$ cat config.mk
export PLATFORM = sky130hd
export DESIGN_NAME = poly_dds
export DESIGN_NICKNAME = d
export VERILOG_FILES = /design/src/rtl/poly_dds.sv
export SDC_FILE = /design/constraint.sdc
export NUM_CORES = 1
export LEC_CHECK = 0
export CAP_MARGIN = 20
export CORE_MARGIN = 10
export CORE_UTILIZATION = 45
export DETAILED_ROUTE_END_ITERATION = 12
export PLACE_DENSITY = 0.64
export SLEW_MARGIN = 10
export SYNTH_ARGS = -nofsm -noshare
export SYNTH_HDL_FRONTEND = slang
export SYNTH_SLANG_ARGS = --single-unit
export TNS_END_PERCENT = 10
$ cat constraint.sdc
create_clock -name i_clk -period 4.35 [get_ports i_clk]
set_input_delay 0.435 -clock i_clk [delete_from_list [all_inputs] [get_ports i_clk]]
set_output_delay 0.435 -clock i_clk [all_outputs]
set_load 0.05 [all_outputs]
$ cat src/rtl/poly_dds.sv
// poly_dds -- time-multiplexed polyphonic phase generator (DDS core).
//
// One phase accumulator per voice is kept in a single VOICES-deep memory
// holding {acc, inc}. A self-sequenced FSM visits each voice in turn:
// RD (read), ACC (accumulate and write back), UPD (emit phase and apply
// any pending tuning update). A full frame therefore takes 3*VOICES cycles.
// After reset an INIT sweep clears every memory entry before the first visit.
//
// Ports:
//   i_clk, i_reset_n      clock (rising edge), asynchronous active-low reset
//   i_upd_valid/o_upd_ready
//                         valid/ready handshake for a tuning update
//   i_upd_voice           target voice; indices >= VOICES are dropped
//   i_upd_inc             new phase increment for the target voice
//   i_upd_sync            also clear the target voice's accumulator
//   o_upd_drop            one-cycle pulse after an out-of-range update
//   o_valid               one-cycle pulse qualifying o_phase/o_voice/o_frame
//   o_phase               top OUT_W bits of the voice accumulator
//   o_voice               voice index belonging to o_phase
//   o_frame               high with o_valid for voice 0
//
// Optional feature (macro POLY_DDS_PM_EN): adds input i_pm_offset [OUT_W],
// sampled in ACC and added modulo 2^OUT_W to the emitted phase only; the
// stored accumulator is not affected.
module poly_dds #(
  parameter int VOICES = 16,
  parameter int ACC_W  = 32,
  parameter int OUT_W  = 10,
  localparam int VIDX_W = ($clog2(VOICES) > 1) ? $clog2(VOICES) : 1
) (
  input  logic              i_clk,
  input  logic              i_reset_n,
  input  logic              i_upd_valid,
  output logic              o_upd_ready,
  input  logic [7:0]        i_upd_voice,
  input  logic [ACC_W-1:0]  i_upd_inc,
  input  logic              i_upd_sync,
  output logic              o_upd_drop,
`ifdef POLY_DDS_PM_EN
  input  logic [OUT_W-1:0]  i_pm_offset,
`endif
  output logic              o_valid,
  output logic [OUT_W-1:0]  o_phase,
  output logic [VIDX_W-1:0] o_voice,
  output logic              o_frame
);

  localparam logic [VIDX_W-1:0] LAST_VOICE = VIDX_W'(VOICES - 1);
  localparam logic [8:0]        VOICES_9   = 9'(VOICES);

  typedef enum logic [1:0] {S_INIT, S_RD, S_ACC, S_UPD} state_t;

  // Emitted phase: accumulator MSBs plus optional offset, wrapping mod 2^OUT_W.
  function automatic logic [OUT_W-1:0] phase_of(input logic [ACC_W-1:0] acc,
                                                input logic [OUT_W-1:0] offset);
    return acc[ACC_W-1 -: OUT_W] + offset;
  endfunction

  logic [OUT_W-1:0] pm_offset;
`ifdef POLY_DDS_PM_EN
  assign pm_offset = i_pm_offset;
`else
  assign pm_offset = '0;
`endif

  // Control and output flops
  state_t            state_q, state_d;
  logic [VIDX_W-1:0] init_addr_q, init_addr_d;
  logic [VIDX_W-1:0] voice_q, voice_d;
  logic              pending_q, pending_d;
  logic              valid_q, valid_d;
  logic [OUT_W-1:0]  phase_q, phase_d;
  logic [VIDX_W-1:0] out_voice_q, out_voice_d;
  logic              frame_q, frame_d;
  logic              drop_q, drop_d;

  // Update buffer payload (qualified by pending_q, so no reset needed)
  logic [VIDX_W-1:0] pend_voice_q, pend_voice_d;
  logic [ACC_W-1:0]  pend_inc_q, pend_inc_d;
  logic              pend_sync_q, pend_sync_d;

  // Memory: each word is {acc, inc}; one write port with per-field enables.
  logic [2*ACC_W-1:0] mem [VOICES];
  logic [2*ACC_W-1:0] rd_q;
  logic               rd_en;
  logic               mem_we_acc, mem_we_inc;
  logic [VIDX_W-1:0]  mem_addr;
  logic [ACC_W-1:0]   mem_wacc, mem_winc;

  logic [ACC_W-1:0]   acc_new;
  logic               upd_fire;

  assign o_upd_ready = !pending_q && (state_q != S_INIT);
  assign upd_fire    = i_upd_valid && o_upd_ready;
  assign acc_new     = rd_q[2*ACC_W-1:ACC_W] + rd_q[ACC_W-1:0];
  assign rd_en       = (state_q == S_RD);

  always_comb begin
    state_d      = state_q;
    init_addr_d  = init_addr_q;
    voice_d      = voice_q;
    pending_d    = pending_q;
    valid_d      = 1'b0;
    phase_d      = phase_q;
    out_voice_d  = out_voice_q;
    frame_d      = 1'b0;
    drop_d       = 1'b0;
    pend_voice_d = pend_voice_q;
    pend_inc_d   = pend_inc_q;
    pend_sync_d  = pend_sync_q;
    mem_we_acc   = 1'b0;
    mem_we_inc   = 1'b0;
    mem_addr     = voice_q;
    mem_wacc     = '0;
    mem_winc     = '0;

    case (state_q)
      // Stage INIT: clear one memory word per cycle.
      S_INIT: begin
        mem_addr   = init_addr_q;
        mem_we_acc = 1'b1;
        mem_we_inc = 1'b1;
        if (init_addr_q == LAST_VOICE) begin
          init_addr_d = '0;
          voice_d     = '0;
          state_d     = S_RD;
        end else begin
          init_addr_d = init_addr_q + 1'b1;
        end
      end
      // Stage RD: memory read of the current voice is registered into rd_q.
      S_RD: state_d = S_ACC;
      // Stage ACC: write back the new accumulator, register the outputs
      // so they are visible during UPD.
      S_ACC: begin
        mem_we_acc  = 1'b1;
        mem_wacc    = acc_new;
        valid_d     = 1'b1;
        phase_d     = phase_of(acc_new, pm_offset);
        out_voice_d = voice_q;
        frame_d     = (voice_q == '0);
        state_d     = S_UPD;
      end
      // Stage UPD: apply the buffered update. It lands after the ACC
      // write-back, so an update to the voice just visited wins.
      S_UPD: begin
        if (pending_q) begin
          mem_addr   = pend_voice_q;
          mem_we_inc = 1'b1;
          mem_winc   = pend_inc_q;
          mem_we_acc = pend_sync_q;
          pending_d  = 1'b0;
        end
        voice_d = (voice_q == LAST_VOICE) ? '0 : voice_q + 1'b1;
        state_d = S_RD;
      end
      default: state_d = S_INIT;
    endcase

    // Capture; ready already excludes the cycle in which pending clears.
    if (upd_fire) begin
      if ({1'b0, i_upd_voice} < VOICES_9) begin
        pending_d    = 1'b1;
        pend_voice_d = i_upd_voice[VIDX_W-1:0];
        pend_inc_d   = i_upd_inc;
        pend_sync_d  = i_upd_sync;
      end else begin
        drop_d = 1'b1;
      end
    end
  end

  always_ff @(posedge i_clk or negedge i_reset_n) begin
    if (!i_reset_n) begin
      state_q     <= S_INIT;
      init_addr_q <= '0;
      voice_q     <= '0;
      pending_q   <= 1'b0;
      valid_q     <= 1'b0;
      phase_q     <= '0;
      out_voice_q <= '0;
      frame_q     <= 1'b0;
      drop_q      <= 1'b0;
    end else begin
      state_q     <= state_d;
      init_addr_q <= init_addr_d;
      voice_q     <= voice_d;
      pending_q   <= pending_d;
      valid_q     <= valid_d;
      phase_q     <= phase_d;
      out_voice_q <= out_voice_d;
      frame_q     <= frame_d;
      drop_q      <= drop_d;
    end
  end

  always_ff @(posedge i_clk) begin
    pend_voice_q <= pend_voice_d;
    pend_inc_q   <= pend_inc_d;
    pend_sync_q  <= pend_sync_d;
  end

  always_ff @(posedge i_clk) begin
    if (mem_we_acc) mem[mem_addr][2*ACC_W-1:ACC_W] <= mem_wacc;
    if (mem_we_inc) mem[mem_addr][ACC_W-1:0]       <= mem_winc;
    if (rd_en)      rd_q <= mem[voice_q];
  end

  assign o_valid    = valid_q;
  assign o_phase    = phase_q;
  assign o_voice    = out_voice_q;
  assign o_frame    = frame_q;
  assign o_upd_drop = drop_q;

endmodule

# After elaboration in Yosys (flattened, before gate mapping)
# Memory sizes are Yosys's and may differ from the RTL's. A register that Yosys moved wholly into a read port is not among the register bits.
# Cells that the tools add are included.
# word_totals
ff_bits,65
memories,1
ram_bits,1024
elab_cells,59
out_inout_bits,18
in_bits,44
# mem_list
memory,depth,word_bits,read_ports,rd_clocked_by_memory_dff,write_ports,line,rtl
mem,16,64,1,1,1,83,logic [2*ACC_W-1:0] mem [VOICES];
# op_classes
reduce_logical,10
n_mux,26
n_eq_ne,6
add_sub_neg,3
magnitude_cmp,1
# op_table
operator,n
32-bit two-way mux,3
32-bit adder,1
4-bit two-way mux,4
4-bit case mux with 2 select lines,2
1-bit two-way mux,13
4-bit by 1-bit adder with 4-bit output (second input constant),2
4-bit == test (second input constant),2
8-bit by 5-bit < comparator with 1-bit output (second input constant),1
2-bit case mux with 4 select lines,1
2-bit == test (second input constant),2
4-bit logical NOT,1
1-bit case mux with 2 select lines,2
2-bit AND reduction,2
2-bit nonzero test,2
2-bit by 1-bit == test with 1-bit output (second input constant),1
1-bit logical AND,2
2-bit logical NOT,1
2-bit two-way mux,1
2-bit inequality test (second input constant),1
2-bit OR reduction,1
1-bit logical NOT,1

# Longest topological paths before layout
# Gate-level depths: netlist (run 1).
# logic_depth
depth_word,5
mapped_depth,10
ltp_nobuf,10

# Least setup slack after synthesis (run 1)
# OpenSTA, ideal clock, no wires.
# synth_path
kind,register to register
from,reg state_q[0]
to,mem mem[5][0] (netlist name) (enable)
n_path_buf,1
setup_time_ps,421
stages_incl_launch_ff,9
synth_period_minus_slack_ps,3536
path_slack_ps,814
required_ps,3929
arrival_time_ps,3115
path_cell_list,dfrtp_1 -> inv_1 -> ha_1 -> clkbuf_1 -> a21o_1 -> nand2_1 -> o21ai_0 -> or3_1 -> nor2_1
# synth_via
elab_chain_len,4
elab_cells_between_ends,6
cone_classes,eq/ne (1); mux (4); reduce/logical (1)
# synth_lines
item,line,rtl
start: declaration,67,"state_t state_q, state_d;"
start signal: assignment,185,state_q <= state_d;
2-bit == test or 2-bit logical NOT (tied branches),117,case (state_q)
1-bit case mux with 2 select lines,117,
1-bit two-way mux,205,if (mem_we_inc) mem[mem_addr][ACC_W-1:0] <= mem_winc;
1-bit two-way mux (implied by the code),205,
end: declaration,83,
# Parallel ways exist; a longest one is shown, timed or not.

# Worst setup path after layout (run 1)
# layout_path
from,reg state_q[0]
to,mem mem[8][51] (netlist name) (enable)
# layout_via
elab_chain_len,5
elab_cells_between_ends,8
cone_classes,eq/ne (2); mux (4); reduce/logical (2)
# layout_lines
item,line,rtl
2-bit == test or 2-bit logical NOT (tied branches),117,
2-bit OR reduction (no source line),--,
1-bit case mux with 2 select lines,117,
1-bit two-way mux,204,if (mem_we_acc) mem[mem_addr][2*ACC_W-1:ACC_W] <= mem_wacc;
1-bit two-way mux (implied by the code),204,
# Parallel ways exist; a longest one is shown, timed or not.

==> results of run 1 <==
-- state kept, by name (all words and copies together) (netlist names) --
| signal | flops |
|---|---|
| mem | 1024 |
| rd_q | 64 |
| pend_inc_q | 32 |
| o_phase | 10 |
| init_addr_q | 4 |
| o_voice | 4 |
| pend_voice_q | 4 |
| voice_q | 4 |
| state_q | 2 |
| o_frame | 1 |
| o_upd_drop | 1 |
| o_valid | 1 |
| pend_sync_q | 1 |
| pending_q | 1 |
-- cells by family after synthesis --
kind of cell / Yosys count
buffers and inverters: 120
adders and majority gates: 40
muxes: 336
and+or+nand+nor: 231
xor gates and xnor gates: 23
AOI/OAI and AO/OA: 136
DFF: 1153
-- through the flow --
| step | total power, mW | cell area, µm² | util, % | hold WS [ns] |
|---|---|---|---|---|
| 2_1_floorplan | 12.3 | 45100 | - | 0.139 |
| 3_3_place_gp | 12.3 | 47700 | 47.8 | 0.467 |
| 3_5_place_dp | 12.3 | 47700 | 47.8 | 0.472 |
| 4_1_cts | 21.5 | 51200 | 51.3 | 0.258 |
| 5_1_grt | 22.0 | 51200 | 51.4 | 0.277 |
| 6_report | 21.3 | 51200 | 51.4 | 0.312 |
-- synth_stat cells (3+ instances only) --
master / instances
nor3_1: 7
mux2i_1: 7
nand2_1: 58
a22oi_1: 3
or3_1: 7
a211o_1: 3
and3_1: 38
mux4_2: 320
edfxtp_1: 1125
xor2_1: 6
nor2_1: 71
o211ai_1: 4
buf_1: 16
buf_2: 22
inv_1: 16
nand4_1: 8
o21ai_0: 26
xnor2_1: 17
nand3_1: 18
o31ai_1: 3
a22o_1: 3
o2111ai_1: 5
mux2_2: 8
a21o_1: 11
o21a_1: 6
clkbuf_1: 65
ha_1: 39
and2_1: 5
a31oi_1: 8
dfrtp_1: 28
nor2b_1: 3
a21oi_1: 41
nand2b_1: 7
a211oi_1: 4
-- layout by cell type (no fill, tap or decap), types with 16 or more instances in the layout --
cell type	synthesis	routed
clkdlybuf4s50_1	0	60
nor2_4	0	32
nand3_1	18	18
nand2_1	58	58
nor2_1	71	39
mux4_2	320	320
a21oi_1	41	41
edfxtp_1	1125	1125
dfrtp_1	28	24
clkbuf_1	65	34
clkinv_1	0	16
clkbuf_16	0	116
clkinv_2	0	20
o21ai_0	26	26
ha_1	39	38
and3_1	38	37
xnor2_1	17	17
inv_1	16	16
buf_4	0	50
-- cell type report --
class / instances / area (µm²) / area share (%)
antenna: 1 / 2.50 / 0.00488
multi-input combinational: 766 / 10400 / 20.2
sequential: 1153 / 34500 / 67.3
clock inverter: 48 / 397 / 0.774
inverter: 16 / 60.1 / 0.117
timing repair buffer: 124 / 1220 / 2.38
tap: 1298 / 1620 / 3.17
clock buffer: 154 / 3090 / 6.02
-- where the power goes --
part,internal [mW],leakage [nW],switching (mW)
combinational,0.0422,4.39,0.0230
sequential,12.0,10.9,0.00594
clock,5.28,1.70,3.93
-- critical path, delay by kind of cell, from the launching register on --
| kind | cells | cell delay, ns |
|---|---|---|
| buf+inv | 2 | 0.79 |
| flops | 1 | 0.46 |
| compound gates | 2 | 0.38 |
| simple gates | 3 | 1.23 |
| fa+ha+maj | 1 | 0.22 |
-- metal layers --
layer  up-vias  GRT usage [%]
li1       8852              -
met1     11448           25.1
met2       660           29.2
met3       146           3.17
met4         2           4.17
met5         -              0
-- final timing paths --
path,from,end,slack (ns),cells past startpoint
worst max-delay path,state_q[0],mem[8][51],0.92,8
min in group asynchronous,i_reset_n,o_phase[1],0.42,2
worst min-delay path,i_upd_inc[10],pend_inc_q[10],0.31,1
worst min register to register,o_phase[5],o_phase[5],0.48,1
worst max register to register,state_q[0],mem[8][51],0.92,8
max in group asynchronous,i_reset_n,voice_q[2],3.26,2
==> impl_results.md, run 1 <==
* Run status: complete, no violations
* Syn avg cell area at ~22 µm²
* Global Route Usage Sum at 17.9%
* I/O pins at 62
* Synth top area share at between 70% and 80%
* Synth Flop Type: edfxtp_1
* CP Class: register to register
* Clk_lat worst skew at roughly 0.68 ns
* Die W at approximately 340 µm
* Synth cell types at 60
* Starting Density at a little under half
* EDFF count, synth at roughly 1.1k
* Mux share of post-synthesis cell area at about 16%
* Hold_buf cts at 1
* CTS root buf: clkbuf_16
* Post-synth ARST share at 2.43%
* Global-route wire length before repair at ~150000 µm
* Hold Crit Class: input pin to register
* First-pass DRT Iterations at 5
* Slowest cell delay on critical path at 0.64 ns
* Met2 WL at between 40000 and 50000 µm
* Initial antenna violation count at 4
* Register area share after synthesis at 76.5%
* Core Area at about 0.10 mm²
* CTS H-tree lvls at 3
* Largest net degree at the start of global routing at ~150
* Synth Area in Simple Gates at under 10%
* Cell Chain, Critical Path: ha_1 > buf_4 > a21o_1 > nand2_1 > o21ai_0 > nand2_1 > nor2_4 > buf_4
* WP data required at roughly 4.7 ns
* Endpoint arrival time on the critical path at around 3.8 ns
* Placer Congestion at roughly 0.86
* Min Tclk post-route at about 3.4 ns
* Congestion Overflow GR at 0
* Max VDD drop at roughly 0.35 mV
* Layout cells sized above 1 at 26.2%
* RSZ-0062 raised after global routing: false
* Final setup skew at around 0.015 ns
* Routed length on met1 at about 43000 µm
* CP Max Fanout at 39
* Drt total wl at 101000 µm
* Post-DR wirelength/cell at approximately 28 µm
* I/O Buffers at 61
* Drt via density at approximately 5.9
* Cell count after synthesis at ~2.0k
* Synth area leader: edfxtp_1
* Synth Area in Compound Gates at 2.01%
* Rel. slew slack at between 20% and 30%
* Die height at 336 µm
* CTS tree: yes
* # resized after CTS at 0
* Die area at around 0.11 mm²
* Max cap viols at 0
* Slowest-stage cell, CP: nor2_4
* Xor and xnor fraction of the mapped netlist area at less than 1%
* Synth Cell Area at between 0.04 and 0.05 mm²
* Cell Count, Final, Fillers Out at about 3.6k
* Setup WS pre-CTS at 0.823 ns
* NumNets Final at ~2.3k
* Clk buf depth at 3
* Crit end category: register
* Area grow syn2layout at 13.7%
* Routed wl met3 at 5630 µm
* CTS buffer count at between 100 and 150
* Syn nets at about 2.1k
* Clock Sinks at between 1k and 1.5k
* Synth warn at 0
* Clock Pin Slew Worst Setup and Hold Paths at around 0.060 ns
* Max Used Layer: met5
* Maximum operating frequency at ~290 MHz
* Critical Path Start Type: register
* Post-DP HPWL at 56000 µm
* Pwr/cell area at slightly above 400 mW/mm²
* FF+latch count, synth at 1153
* Main area contributors after synthesis: edfxtp_1 (75%), mux4_2 (16%), dfrtp_1 (1.6%), ha_1 (1.1%), nor2_1 (0.59%)
* Max-slew violations at 0
* Post-route DRC at 0
* Routed Antenna Nets at 0
* Synth Area in Adders at 1.13%
* Number of setup violations in the final report at 0
* DR iter-0 viols at roughly 2.3k
* Number of global-route vias before repair at 22.0k
* Post-Route Setup TNS at 0 ns
* Fin crit share at around four fifths
* LEAKAGE at approximately 17 nW
* Fill count at ~7.7k
* Least-Margin Pin Slew at ~1.1 ns
* Placed insts at 3350
* Final Worst Setup Slack at around 0.92 ns
* Final hold violations at 0
* Setup Buffers After CTS at 0
* # rows at 116
* Main combinational cell family by area after synthesis: multiplexers
* Via count at between 20k and 25k
Power figures use the tool's default switching activity.
==> run 2, diff against run 1 <==
==> constraint.sdc (replaced) <==
create_clock -name i_clk -period 3.26 [get_ports i_clk]
set_input_delay 0.326 -clock i_clk [delete_from_list [all_inputs] [get_ports i_clk]]
set_output_delay 0.326 -clock i_clk [all_outputs]
set_load 0.05 [all_outputs]
==> impl_results.md, run 2 (synthesis gave the netlist of run 1 again) <==
* Run status: complete, no violations (unchanged)
* Slowest-stage cell, CP: dfrtp_1 (was nor2_4)
* Least-Margin Pin Slew at 1.01 ns (was 1.06 ns)
* Via count at 21.4k (was 21.1k)
* Maximum operating frequency at 319 MHz (was 291 MHz)
* CP Class: register to register (unchanged)
* Worst hold slack at 0.195 ns (was 0.312 ns)
* Sw frac at 18.6% (about the same)
* Die area at 0.113 mm² (unchanged)
* Crit end category: register (unchanged)
* Number of setup violations in the final report at 0 (unchanged)
* Global-route wire length before repair at 150000 µm (was 149000 µm)
* Die W at 336 µm (unchanged)
* RSZ-0062 raised after global routing: true (was false)
* Reg power frac at 54.2% (was 56.5%)
* CP Max Fanout at 14 (was 39)
* Routed Antenna Nets at 0 (unchanged)
* Final setup skew at 0.0248 ns (was 0.0152 ns)
* CTS tree: yes (unchanged)
* Number of global-route vias before repair at 22.0k (about the same)
* I/O Buffers at 61 (unchanged)
* Max-slew violations at 0 (unchanged)
* Pwr/cell area at 566 mW/mm² (was 416 mW/mm²)
* Placed Area at 0.0484 mm² (was 0.0477 mm²)
* Post-DR wirelength/cell at 28.1 µm (was 28.3 µm)
* Cell internal pwr at 24.1 mW (was 17.4 mW)
* Most common cell after layout, fill and taps aside: edfxtp_1 (unchanged)
* Drt total wl at 101000 µm (about the same)
* Die height at 336 µm (unchanged)
* Post-DP HPWL at 56200 µm (was 56000 µm)
* Cell Chain, Critical Path: inv_1 > ha_1 > a21o_1 > a21oi_1 > nand3_1 > nor2_4 > buf_12 (was ha_1 > buf_4 > a21o_1 > nand2_1 > o21ai_0 > nand2_1 > nor2_4 > buf_4)
* Placer Congestion at 0.867 (was 0.857)
* Endpoint arrival time on the critical path at 3.51 ns (was 3.78 ns)
* Largest net degree at the start of global routing at 78 (was 147)
* Max VDD drop at 0.451 mV (was 0.345 mV)
* Post-Route Setup TNS at 0 ns (unchanged)
* Clk_lat worst skew at 0.69 ns (was 0.68 ns)
* Final Instance Area at 0.0524 mm² (was 0.0512 mm²)
* Fin crit share at 96.2% (was 78.9%)
* Layout cells sized above 1 at 28.9% (was 26.2%)
* CTS H-tree lvls at 3 (unchanged)
* Congestion Overflow GR at 0 (unchanged)
* Min Tclk post-route at 3.14 ns (was 3.43 ns)
* Most frequent cells in the layout: edfxtp_1 (1125), mux4_2 (320), clkbuf_16 (111), clkdlybuf4s50_1 (60), nand2_1 (56) (was edfxtp_1 (1125), mux4_2 (320), clkbuf_16 (116), clkdlybuf4s50_1 (60), nand2_1 (58))
* Clk pwr share at 45.6% (was 43.2%)
* Area grow syn2layout at 16.2% (was 13.7%)
* I/O pins at 62 (unchanged)
* LEAKAGE at 17.5 nW (was 17.0 nW)
* First-pass DRT Iterations at 5 (unchanged)
* Clock Pin Slew Worst Setup and Hold Paths at 0.06 ns (about the same)
* WP data required at 3.63 ns (was 4.70 ns)
* CTS buffer count at 111 (unchanged)
* Post-route DRC at 0 (unchanged)
* Logic pwr share at 0.3% (about the same)
* Critical Path Start Type: register (unchanged)
* Worst Hold Depth at 1 (unchanged)
* Clock Sinks at 1153 (unchanged)
* Overall power at 29.6 mW (was 21.3 mW)
* Largest register FFs at 1024 (unchanged)
* # rows at 116 (unchanged)
* Worst reg2reg path depth at 7 (was 8)
* Final hold violations at 0 (unchanged)
* Max cap viols at 0 (unchanged)
* Hold Crit Class: input pin to register (unchanged)
* Placed insts at 3387 (was 3350)
* DR iter-0 viols at 2266 (was 2298)
* CTS root buf: clkbuf_16 (unchanged)
* Global Route Usage Sum at 18.0% (was 17.9%)
* Starting Density at 45.2% (unchanged)
* Slowest cell delay on critical path at 0.47 ns (was 0.64 ns)
* Initial antenna violation count at 4 (unchanged)
* Biggest register: mem (unchanged)
* Biggest regs: mem x1024, rd_q x64, pend_inc_q x32 (unchanged)
* Core Area at 0.0997 mm² (unchanged)
* Clk buf depth at 3 (unchanged)
* Drt via density at 5.94 (was 5.93)
* Cell Count, Final, Fillers Out at 3603 (was 3560)
* NumNets Final at 2289 (was 2256)
* Rel. slew slack at 32.6% (was 29.4%)
* Switching power at 5.51 mW (was 3.96 mW)
==> run 2: cell types whose count changed in the layout (fill, tap and decap cells not counted), moves of 5 or more <==
cell,before,now
clkbuf_1,34,20
clkinv_2,20,25
clkbuf_16,116,111
buf_12,11,47
nor2_1,39,33
nor2_2,0,6
bufinv_16,6,21
==> run 2: worst max-delay path: cells and delay by family (launching register included) <==
| kind | cells | cell delay [ns] |
|---|---|---|
| AOI/OAI and AO/OA | 2 | 0.70 |
| adders and majority gates | 1 | 0.42 |
| DFF | 1 | 0.47 |
| and+or+nand+nor | 2 | 0.90 |
| buffers and inverters | 2 | 0.32 |
==> run 2: final timing paths <==
check	from	endpoint	slack, ns
worst min register to register	o_phase[5]	o_phase[5]	0.49
max in group asynchronous	i_reset_n	voice_q[3]	2.33
min in group asynchronous	i_reset_n	o_phase[9]	0.30
worst max register to register	state_q[0]	mem[0][61]	0.12
worst min-delay path	i_upd_inc[24]	pend_inc_q[24]	0.20
worst max-delay path	state_q[0]	mem[0][61]	0.12
==> run 2: layout make-up <==
type | instances | area, µm²
fill | 7485 | 47300
clock inverter | 78 | 991
multi-input combinational | 766 | 10400
timing repair buffer | 157 | 1920
inverter | 16 | 60.1
tap | 1298 | 1620
antenna | 1 | 2.50
sequential | 1153 | 34500
clock buffer | 134 | 2890
==> run 2: through the flow <==
stage          utilization, %  setup slack [ns]
2_1_floorplan               -            -0.276
3_3_place_gp             48.6            0.0964
3_5_place_dp             48.6           -0.0488
4_1_cts                  52.5            0.0169
5_1_grt                  52.5           -0.0293
6_report                 52.5             0.124
==> run 2: what timing repair did <==
| action | 4_1_cts | 5_1_grt |
|---|---|---|
| endpoints found under the hold margin | 28 | 0 |
| hold buffers | 1 | 0 |
| endpoints found under the setup margin | 32 | 200 |
| gates resized for setup | 2 | 13 |
| buffers inserted | 0 | 0 |
==> run 2: power by group through the flow <==
stage	Clock [mW]	Combinational [mW]	Sequential (mW)
after floorplan	0	0.0141	16.4
after global placement	0	0.0881	16.4
after detailed placement	0	0.0885	16.4
after CTS	13.8	0.0898	16.1
after global routing	14.4	0.0936	16.0
final	13.5	0.0874	16.1
==> run 2: routing by layer <==
layer	routed length, µm	GRT usage, %	vias up
li1	-	-	8956
met1	42500	25.3	11501
met2	50800	29.9	785
met3	6010	2.46	147
met4	2010	4.54	0
met5	0	0	-
